`config.mk`:
```
export PLATFORM = sky130hd
export DESIGN_NAME = dll_discriminator
export DESIGN_NICKNAME = d
export VERILOG_FILES = /design/src/rtl/dll_pkg.sv /design/src/rtl/dll_serial_div.sv /design/src/rtl/dll_discriminator.sv
export SDC_FILE = /design/constraint.sdc
export NUM_CORES = 1
export LEC_CHECK = 0
export BUFFER_PORTS_ARGS = -buffer_cell sky130_fd_sc_hd__clkbuf_2
export CAP_MARGIN = 20
export CORE_MARGIN = 3
export CORE_UTILIZATION = 30
export CTS_CLUSTER_DIAMETER = 50
export DETAILED_ROUTE_END_ITERATION = 6
export GPL_TIMING_DRIVEN = 0
export SLEW_MARGIN = 20
export SYNTH_ARGS = -nofsm -noshare
export SYNTH_HDL_FRONTEND = slang
export SYNTH_SLANG_ARGS = --single-unit
```
`constraint.sdc`:
```
create_clock -name clk -period 3.2 [get_ports clk]
set_clock_uncertainty 0.2 [all_clocks]
set_input_delay 0 -clock clk [delete_from_list [all_inputs] [get_ports clk]]
set_output_delay 0 -clock clk [all_outputs]
set_load 0.02 [all_outputs]
```
`src/rtl/dll_pkg.sv`:
```
// Shared DLL constants and the discriminator FSM state encoding.
package dll_pkg;

   localparam int unsigned DLL_MAG_WIDTH      = 11;
   localparam int unsigned DLL_DISC_FRAC_BITS = 10;

   typedef enum logic [1:0] {
      DISC_IDLE   = 2'd0,
      DISC_LOAD   = 2'd1,
      DISC_DIVIDE = 2'd2,
      DISC_DONE   = 2'd3
   } disc_state_e;

endpackage

```
`src/rtl/dll_serial_div.sv`:
```
// Unsigned restoring divider: one quotient bit per step, MSB first.
module dll_serial_div #(
   parameter int unsigned DIVISOR_W = 12,
   parameter int unsigned REM_W     = 13,
   parameter int unsigned QUOT_W    = 11
) (
   input  logic                 clk,
   input  logic                 reset,
   input  logic                 load_i,
   input  logic                 step_i,
   input  logic [REM_W-1:0]     dividend_i,
   input  logic [DIVISOR_W-1:0] divisor_i,
   output logic [QUOT_W-1:0]    quot_o,
   output logic                 last_o
);

   localparam int unsigned CNT_W = $clog2(QUOT_W + 1);

   logic [REM_W-1:0]     rem_q, rem_d, rem_sub, div_ext;
   logic [DIVISOR_W-1:0] div_q;
   logic [QUOT_W-1:0]    quot_q, quot_d;
   logic [CNT_W-1:0]     cnt_q;
   logic                 ge;

   always_comb begin
      div_ext = {{(REM_W-DIVISOR_W){1'b0}}, div_q};
      ge      = (rem_q >= div_ext);
      rem_sub = ge ? (rem_q - div_ext) : rem_q;
      // Remainder stays below twice the divisor, so the bit shifted out is always zero.
      rem_d   = rem_sub << 1;
      quot_d  = {quot_q[QUOT_W-2:0], ge};
   end

   always_ff @(posedge clk) begin
      if (reset) begin
         rem_q  <= '0;
         div_q  <= '0;
         quot_q <= '0;
         cnt_q  <= '0;
      end else if (load_i) begin
         rem_q  <= dividend_i;
         div_q  <= divisor_i;
         quot_q <= '0;
         cnt_q  <= CNT_W'(QUOT_W);
      end else if (step_i && (cnt_q != '0)) begin
         rem_q  <= rem_d;
         quot_q <= quot_d;
         cnt_q  <= cnt_q - CNT_W'(1);
      end
   end

   assign quot_o = quot_q;
   assign last_o = (cnt_q == CNT_W'(1));

endmodule

```
`src/rtl/dll_discriminator.sv`:
```
// Normalized early-minus-late discriminator (E-L)/(E+L) via a serial divider.
// Optional: `define DLL_DISC_CLAMP_EN clamps |result| to 1 - 2^-FRAC_BITS.
module dll_discriminator
   import dll_pkg::*;
#(
   parameter int unsigned MAG_WIDTH = DLL_MAG_WIDTH,
   parameter int unsigned FRAC_BITS = DLL_DISC_FRAC_BITS,
   parameter int unsigned OUT_WIDTH = FRAC_BITS + 2
) (
   input  logic                 clk,
   input  logic                 reset,
   input  logic                 start,
   input  logic [MAG_WIDTH-1:0] early_mag,
   input  logic [MAG_WIDTH-1:0] late_mag,
   output logic                 busy,
   output logic                 disc_valid,
   output logic [OUT_WIDTH-1:0] disc_out
);

   localparam int unsigned SUM_W = MAG_WIDTH + 1;
   localparam int unsigned REM_W = MAG_WIDTH + 2;
   localparam int unsigned Q_W   = FRAC_BITS + 1;

   disc_state_e          state_q;
   logic [MAG_WIDTH-1:0] early_q, late_q;
   logic                 neg_q, busy_q, valid_q;
   logic [OUT_WIDTH-1:0] disc_q, disc_d, mag_ext;
   logic [SUM_W-1:0]     sum_w, absdiff_w;
   logic [Q_W-1:0]       quot_w, mag_w;
   logic                 div_load, div_step, div_last;

   always_comb begin
      sum_w     = {1'b0, early_q} + {1'b0, late_q};
      absdiff_w = (late_q > early_q) ? ({1'b0, late_q} - {1'b0, early_q})
                                     : ({1'b0, early_q} - {1'b0, late_q});
      div_load  = (state_q == DISC_LOAD);
      div_step  = (state_q == DISC_DIVIDE);
      mag_w     = quot_w;
`ifdef DLL_DISC_CLAMP_EN
      if (quot_w == {1'b1, {FRAC_BITS{1'b0}}})
         mag_w = {1'b0, {FRAC_BITS{1'b1}}};
`endif
      mag_ext = {{(OUT_WIDTH-Q_W){1'b0}}, mag_w};
      disc_d  = neg_q ? -mag_ext : mag_ext;
   end

   dll_serial_div #(
      .DIVISOR_W (SUM_W),
      .REM_W     (REM_W),
      .QUOT_W    (Q_W)
   ) u_div (
      .clk        (clk),
      .reset      (reset),
      .load_i     (div_load),
      .step_i     (div_step),
      .dividend_i ({1'b0, absdiff_w}),
      .divisor_i  (sum_w),
      .quot_o     (quot_w),
      .last_o     (div_last)
   );

   always_ff @(posedge clk) begin
      if (reset) begin
         state_q <= DISC_IDLE;
         early_q <= '0;
         late_q  <= '0;
         neg_q   <= 1'b0;
         busy_q  <= 1'b0;
         valid_q <= 1'b0;
         disc_q  <= '0;
      end else begin
         valid_q <= 1'b0;
         case (state_q)
            DISC_IDLE: begin
               if (start) begin
                  early_q <= early_mag;
                  late_q  <= late_mag;
                  busy_q  <= 1'b1;
                  state_q <= DISC_LOAD;
               end
            end
            DISC_LOAD: begin
               neg_q <= (late_q > early_q);
               // Zero sum skips the divider; the load just cleared the quotient.
               state_q <= (sum_w == '0) ? DISC_DONE : DISC_DIVIDE;
            end
            DISC_DIVIDE: begin
               if (div_last)
                  state_q <= DISC_DONE;
            end
            DISC_DONE: begin
               disc_q  <= disc_d;
               valid_q <= 1'b1;
               busy_q  <= 1'b0;
               state_q <= DISC_IDLE;
            end
            default: state_q <= DISC_IDLE;
         endcase
      end
   end

   assign busy       = busy_q;
   assign disc_valid = valid_q;
   assign disc_out   = disc_q;

endmodule

```
# ---- After elaboration in Yosys (flattened, before gate mapping)
# Index checks and enable logic that the tools add are counted.
dict set report totals {
  inputBits 25
  reg_bits 79
  elab_cells 51
}
dict set report classes {
  addsub 6
  eq_ne 6
  n_reduce_logical 10
  muxes 14
  magnitude_cmp 2
}
# op count
set ops {}
lappend ops {{12-bit two-way mux} 5}
lappend ops {{11-bit by 11-bit subtractor with 12-bit output} 2}
lappend ops {{13-bit by 12-bit >= comparator with 1-bit output} 1}
lappend ops {{11-bit by 11-bit adder with 12-bit output} 1}
lappend ops {{12-bit zero test} 1}
lappend ops {{11-bit negation with 12-bit output} 1}
lappend ops {{12-bit subtractor} 1}
lappend ops {{11-bit > comparator} 1}
lappend ops {{4-bit two-way mux} 2}
lappend ops {{2-bit one-hot mux with 4 select lines} 1}
lappend ops {{2-bit AND reduction} 3}
lappend ops {{2-bit == test (second input constant)} 2}
lappend ops {{4-bit by 1-bit == test with 1-bit output (second input constant)} 1}
lappend ops {{2-bit two-way mux} 2}
lappend ops {{2-bit inequality test (second input constant)} 2}
lappend ops {{2-bit nonzero test} 2}
lappend ops {{4-bit nonzero test} 1}
lappend ops {{4-bit by 1-bit subtractor with 4-bit output (second input constant)} 1}
lappend ops {{1-bit two-way mux} 3}
lappend ops {{2-bit by 1-bit == test with 1-bit output (second input constant)} 1}
lappend ops {{2-bit zero test} 1}
lappend ops {{1-bit one-hot mux with 2 select lines} 1}
lappend ops {{2-bit OR reduction} 1}
lappend ops {{1-bit logical AND} 1}

# ---- Longest topological paths before layout
dict set report depth {
  depth_word 4
  depth_mapped 11
  depth_no_buf 10
}

# ---- Cells and area by module
# A second synthesis with hierarchy kept.
dict set report hier_totals {
  hier_cells 678
  hier_area_um2 5432.7
}
# mod cells_each area_each_um2 instances seq_area_each_um2
set modules_own_cells {}
lappend modules_own_cells {dll_discriminator 403 3133.0 1 780.7}
lappend modules_own_cells {dll_serial_div 275 2299.7 1 800.8}

# ---- Worst setup path after synthesis
# OpenSTA, ideal clock, no wires.
dict set report synth_timing {
  path_kind {register -> register}
  start {register late_q[0]}
  end {register u_div.rem_q[1]}
  slack_ps 383
  n_path_buf 1
  required_ps 2905
  path_stages_with_launch 11
  arrival_ps 2522
  setup_ps 95
  path_cell_list {dfxtp_1 inv_1 ha_1 fa_1 nand2b_1 a21oi_1 a311oi_4 a21oi_2 buf_6 mux2_2 a221oi_1}
}
dict set report synth_via {
  elab_chain_cells 3
}
# element line
set synth_rtl {}
lappend synth_rtl {{start: declaration} dll_discriminator.sv:25} ;# logic [MAG_WIDTH-1:0] early_q, late_q;
lappend synth_rtl {{start signal: assignment} dll_discriminator.sv:77} ;# late_q <= late_mag;
lappend synth_rtl {{11-bit by 11-bit subtractor with 12-bit output, or another cell as far along} dll_discriminator.sv:35} ;# : ({1'b0, early_q} - {1'b0, late_q});
lappend synth_rtl {{12-bit two-way mux *} dll_discriminator.sv:34} ;# absdiff_w = (late_q > early_q) ? ({1'b0, late_q} - {1'b0, early_q})
lappend synth_rtl {{12-bit two-way mux *} dll_serial_div.sv:40} ;# end else if (load_i) begin
lappend synth_rtl {{end signal: assignment} dll_serial_div.sv:41} ;# rem_q <= dividend_i;
lappend synth_rtl {{end signal: assignment} dll_serial_div.sv:46} ;# rem_q <= rem_d;
lappend synth_rtl {{end: declaration} dll_serial_div.sv:19} ;# logic [REM_W-1:0] rem_q, rem_d, rem_sub, div_ext;
# Every way passes the cells marked *; elsewhere a longest branch is shown, timed or not.
# A chain may end at the register's enable or synchronous reset.

# ---- Worst setup path in the final report
dict set report layout_timing {
  start {register late_q[0]}
  end {register u_div.rem_q[7]}
}
# The elaborated chain is that of the path after synthesis.

==> flow_summary_export.csv <==
group,metric,value,unit
cells_and_area,fin_nets,853,
timing,hold_violations,0,
timing,fmax,0.333,GHz
route,vias,4957,
global_routing,grt_pass1_wl,24500,um
floorplan,die_area,20200,um^2
critical_path,r2r-end,"u_div.rem_q[7]$_SDFFE_PP0P_",
cts,htreeDepth,3,
floorplan,core,18100,um^2
placement,routabilityCongestion,0.854,
cts,cts_buffers,9,
power,powerDensity,987,nW/um^2
logic_synthesis,synth_largest_area_cell,"dfxtp_1",
floorplan,start_util,0.308,
route,wl_met3,319,um
logic_synthesis,syn_nets,778,
timing,setup_viol,0,
global_routing,grt_overflow,0,
placement,dp_hpwl,11200,um
route,routed_wl,14500,um
status,status,"completed",
route,met2_length,6940,um
cells_and_area,fin_util,0.367,
critical_path,r2r_cells,11,
power,vdd_drop_max,365,uV
logic_synthesis,ys_ff_latch,79,
critical_path,worstSetupEndpointType,"flop",
min_path,hp-start,"late_mag[9]",
logic_synthesis,synthMostInstantiatedCell,"nand2_1",
logic_synthesis,yosys_warnings,0,
cts,cts_root_buf,"clkbuf_16",
floorplan,std_cell_rows,49,
critical_path,crit_top_cell,"a21oi_4",
cts,insertion_delay,0.35,ns
route,highest_layer,"met4",
floorplan,die_w,142,um
critical_path,crit_fanout,10,
logic_synthesis,seq_area_frac_synth,0.284,
critical_path,crit_arrival,3.06,ns
cells_and_area,drive_gt1_frac,0.117,
critical_path,max_stage_delay,0.39,ns
timing,setup_slack,0.195,ns
cts,cts_tree,"done",
route,first_iter_violations,266,
logic_synthesis,yosysTopAreaCellShare,0.284,
route,drt_first_pass_iters,4,
logic_synthesis,avgSynthCellArea,8.00,um^2
placement,placed_cell_area,6050,um^2
critical_path,cp_top_family,"compound AO/OA/AOI/OAI gates",
critical_path,crit_required,3.26,ns
logic_synthesis,synth_edf_count,0,
global_routing,antenna_found_initial,0,
logic_synthesis,synthesis.area,5570,um^2
critical_path,path_cells,"inv_1 > ha_1 > fa_1 > nand2b_1 > a21oi_4 > a311oi_4 > a21oi_4 > buf_6 > mux2i_1 > xnor2_1 > a221oi_2",
timing,holdWs,0.222,ns
critical_path,ff2ff_setup_slack,0.20,ns
route,post_drt_wl_per_cell,14.4,um
job,cap_violations,0,
cts,cts.clk_slew.worst_paths,0.07,ns
critical_path,crit_type,"reg -> reg",
critical_path,r2r-start,"late_q[0]$_SDFFE_PP0P_",
critical_path,worst-path-buf-inv,2,
global_routing,grt_pass1_vias,4901,
route,viasPerCell,4.93,
cts,cts_sinks,79,
critical_path,start_kind,"flop",
placement,pre_cts_slack,-0.136,ns
critical_path,critPathSlowestCell,"fa_1",
floorplan,die_h,142,um
logic_synthesis,synth_ff_type,"dfxtp_1",
cells_and_area,n_antenna_cell,0,
power,leakage,0.00265,uW
global_routing,grt_max_degree,17,
global_routing,track_usage,0.148,
timing,worst_slew_pin_slew,0.843,ns
min_path,hold_path_depth,4,
min_path,min_path_type,"in -> reg",
logic_synthesis,synthTopCellsByCount,"nand2_1, dfxtp_1, a21oi_1, nor2_1, inv_1",
logic_synthesis,synthTopCellsByArea,"dfxtp_1, ha_1, nand2_1",
route,drc,0,
logic_synthesis,synth_async_sr_flop_share,0,
timing,timing.final.crit_share,0.939,
timing,max_slew_margin,0.437,
cells_and_area,area_growth_syn_to_layout,19.2,%
cts,ctsLongestPathBuffers,2,
power,finalPower,6560,uW
placement,io_buffers,38,
route,postRouteAntennaNets,0,
route,m1WireLength,6960,um
timing,finalCriticalPeriod,3.00,ns
floorplan,io_pins,39,
min_path,min_to,"late_q[9]$_SDFFE_PP0P_",
cts,cts_setup_buffers,0,
cells_and_area,final_design_area_no_fill,6640,um^2
timing,maxSlewViolCount,0,
logic_synthesis,synthCells,696,
logic_synthesis,synth.distinct_cells,77,
==> routing by layer <==
| metal | GRT usage | vias up |
|---|---|---|
| met4 | 0.0434 | 0 |
| li1 | - | 2568 |
| met2 | 0.248 | 75 |
| met5 | 0 | - |
| met1 | 0.196 | 2290 |
| met3 | 0.0245 | 24 |
==> worst min-delay path, cell delays in order <==
cell	delay, ns
dlygate4sd3_1	0.53
clkbuf_2	0.10
nand2_1	0.04
a21oi_1	0.05
==> power breakdown <==
| part | total (uW) | leakage (uW) | internal [uW] | switching [uW] |
|---|---|---|---|---|
| logic | 4070 | 0.00185 | 1660 | 2410 |
| registers | 1400 | 0.000646 | 1210 | 192 |
| clock network | 1080 | 0.000149 | 621 | 463 |
| total | 6560 | 0.00265 | 3490 | 3060 |
==> timing repair <==
item | CTS | global route
hold buffers | 26 | 0
resized for setup | 2 | 2
pin swaps | 0 | 1
hold endpoints to repair | 30 | 0
setup endpoints to repair | 6 | 6
==> state kept, by name, indices dropped and copies added (netlist names) <==
register	count
busy	1
disc_out	12
disc_valid	1
early_q	11
late_q	11
neg_q	1
state_q	2
u_div.cnt_q	4
u_div.div_q	12
u_div.quot_o	11
u_div.rem_q	13
==> cell type report <==
cell class                 instances  area [um^2]
fill                            1852        11400
multi-input combinational        523         3610
sequential                        79         1580
timing repair buffer              64          450
tap                              229          287
clock buffer                       9          225
inverter                          57          214
buffer                            37          190
clock inverter                     7         83.8
==> per-stage QoR <==
| step | setup TNS (ns) | instances |
|---|---|---|
| after floorplan | 0 | 696 |
| after global placement | -0.401 | 963 |
| after detailed placement | -0.568 | 963 |
| after CTS | 0 | 1005 |
| after global routing | -0.00788 | 1005 |
| final | 0 | 1005 |
==> how the worst max path moves through the flow <==
stage                                      start  slack [ns]  cells after the start                           to
after floorplan           late_q[0]$_SDFFE_PP0P_        0.38                     10  u_div.rem_q[1]$_SDFFE_PP0P_
after global placement    late_q[0]$_SDFFE_PP0P_       -0.13                     11  u_div.rem_q[5]$_SDFFE_PP0P_
after detailed placement  late_q[0]$_SDFFE_PP0P_       -0.14                     11  u_div.rem_q[5]$_SDFFE_PP0P_
after CTS                 late_q[0]$_SDFFE_PP0P_        0.07                     11  u_div.rem_q[7]$_SDFFE_PP0P_
after global routing      late_q[0]$_SDFFE_PP0P_      -0.008                     11  u_div.rem_q[7]$_SDFFE_PP0P_
final                     late_q[0]$_SDFFE_PP0P_        0.20                     11  u_div.rem_q[7]$_SDFFE_PP0P_
==> cell usage in the layout (no fill, tap or decap), drive strengths merged, types with 8 or more instances in the layout <==
cell type and count:
dlygate4sd3 26, nand2 93, nor4 8, nor2 59
a21oi 69, xnor2 23, a211oi 28, o21ai 30
mux2i 14, nand2b 9, xor2 13, buf 15
ha 53, inv 61, dfxtp 79, clkbuf 69
==> cell families (layout without fill, tap and decap cells) <==
| logic type | after synthesis | in the layout | share of synthesized area |
|---|---|---|---|
| muxes | 17 | 17 | 0.0312 |
| AOI/OAI and AO/OA | 198 | 198 | 0.240 |
| buffers and inverters | 94 | 174 | 0.0725 |
| adders and majority gates | 57 | 57 | 0.133 |
| DFF | 79 | 79 | 0.284 |
| and+or+nand+nor | 215 | 215 | 0.182 |
| xor gates and xnor gates | 36 | 36 | 0.0566 |
No activity file was read; power rests on OpenSTA's default activity.
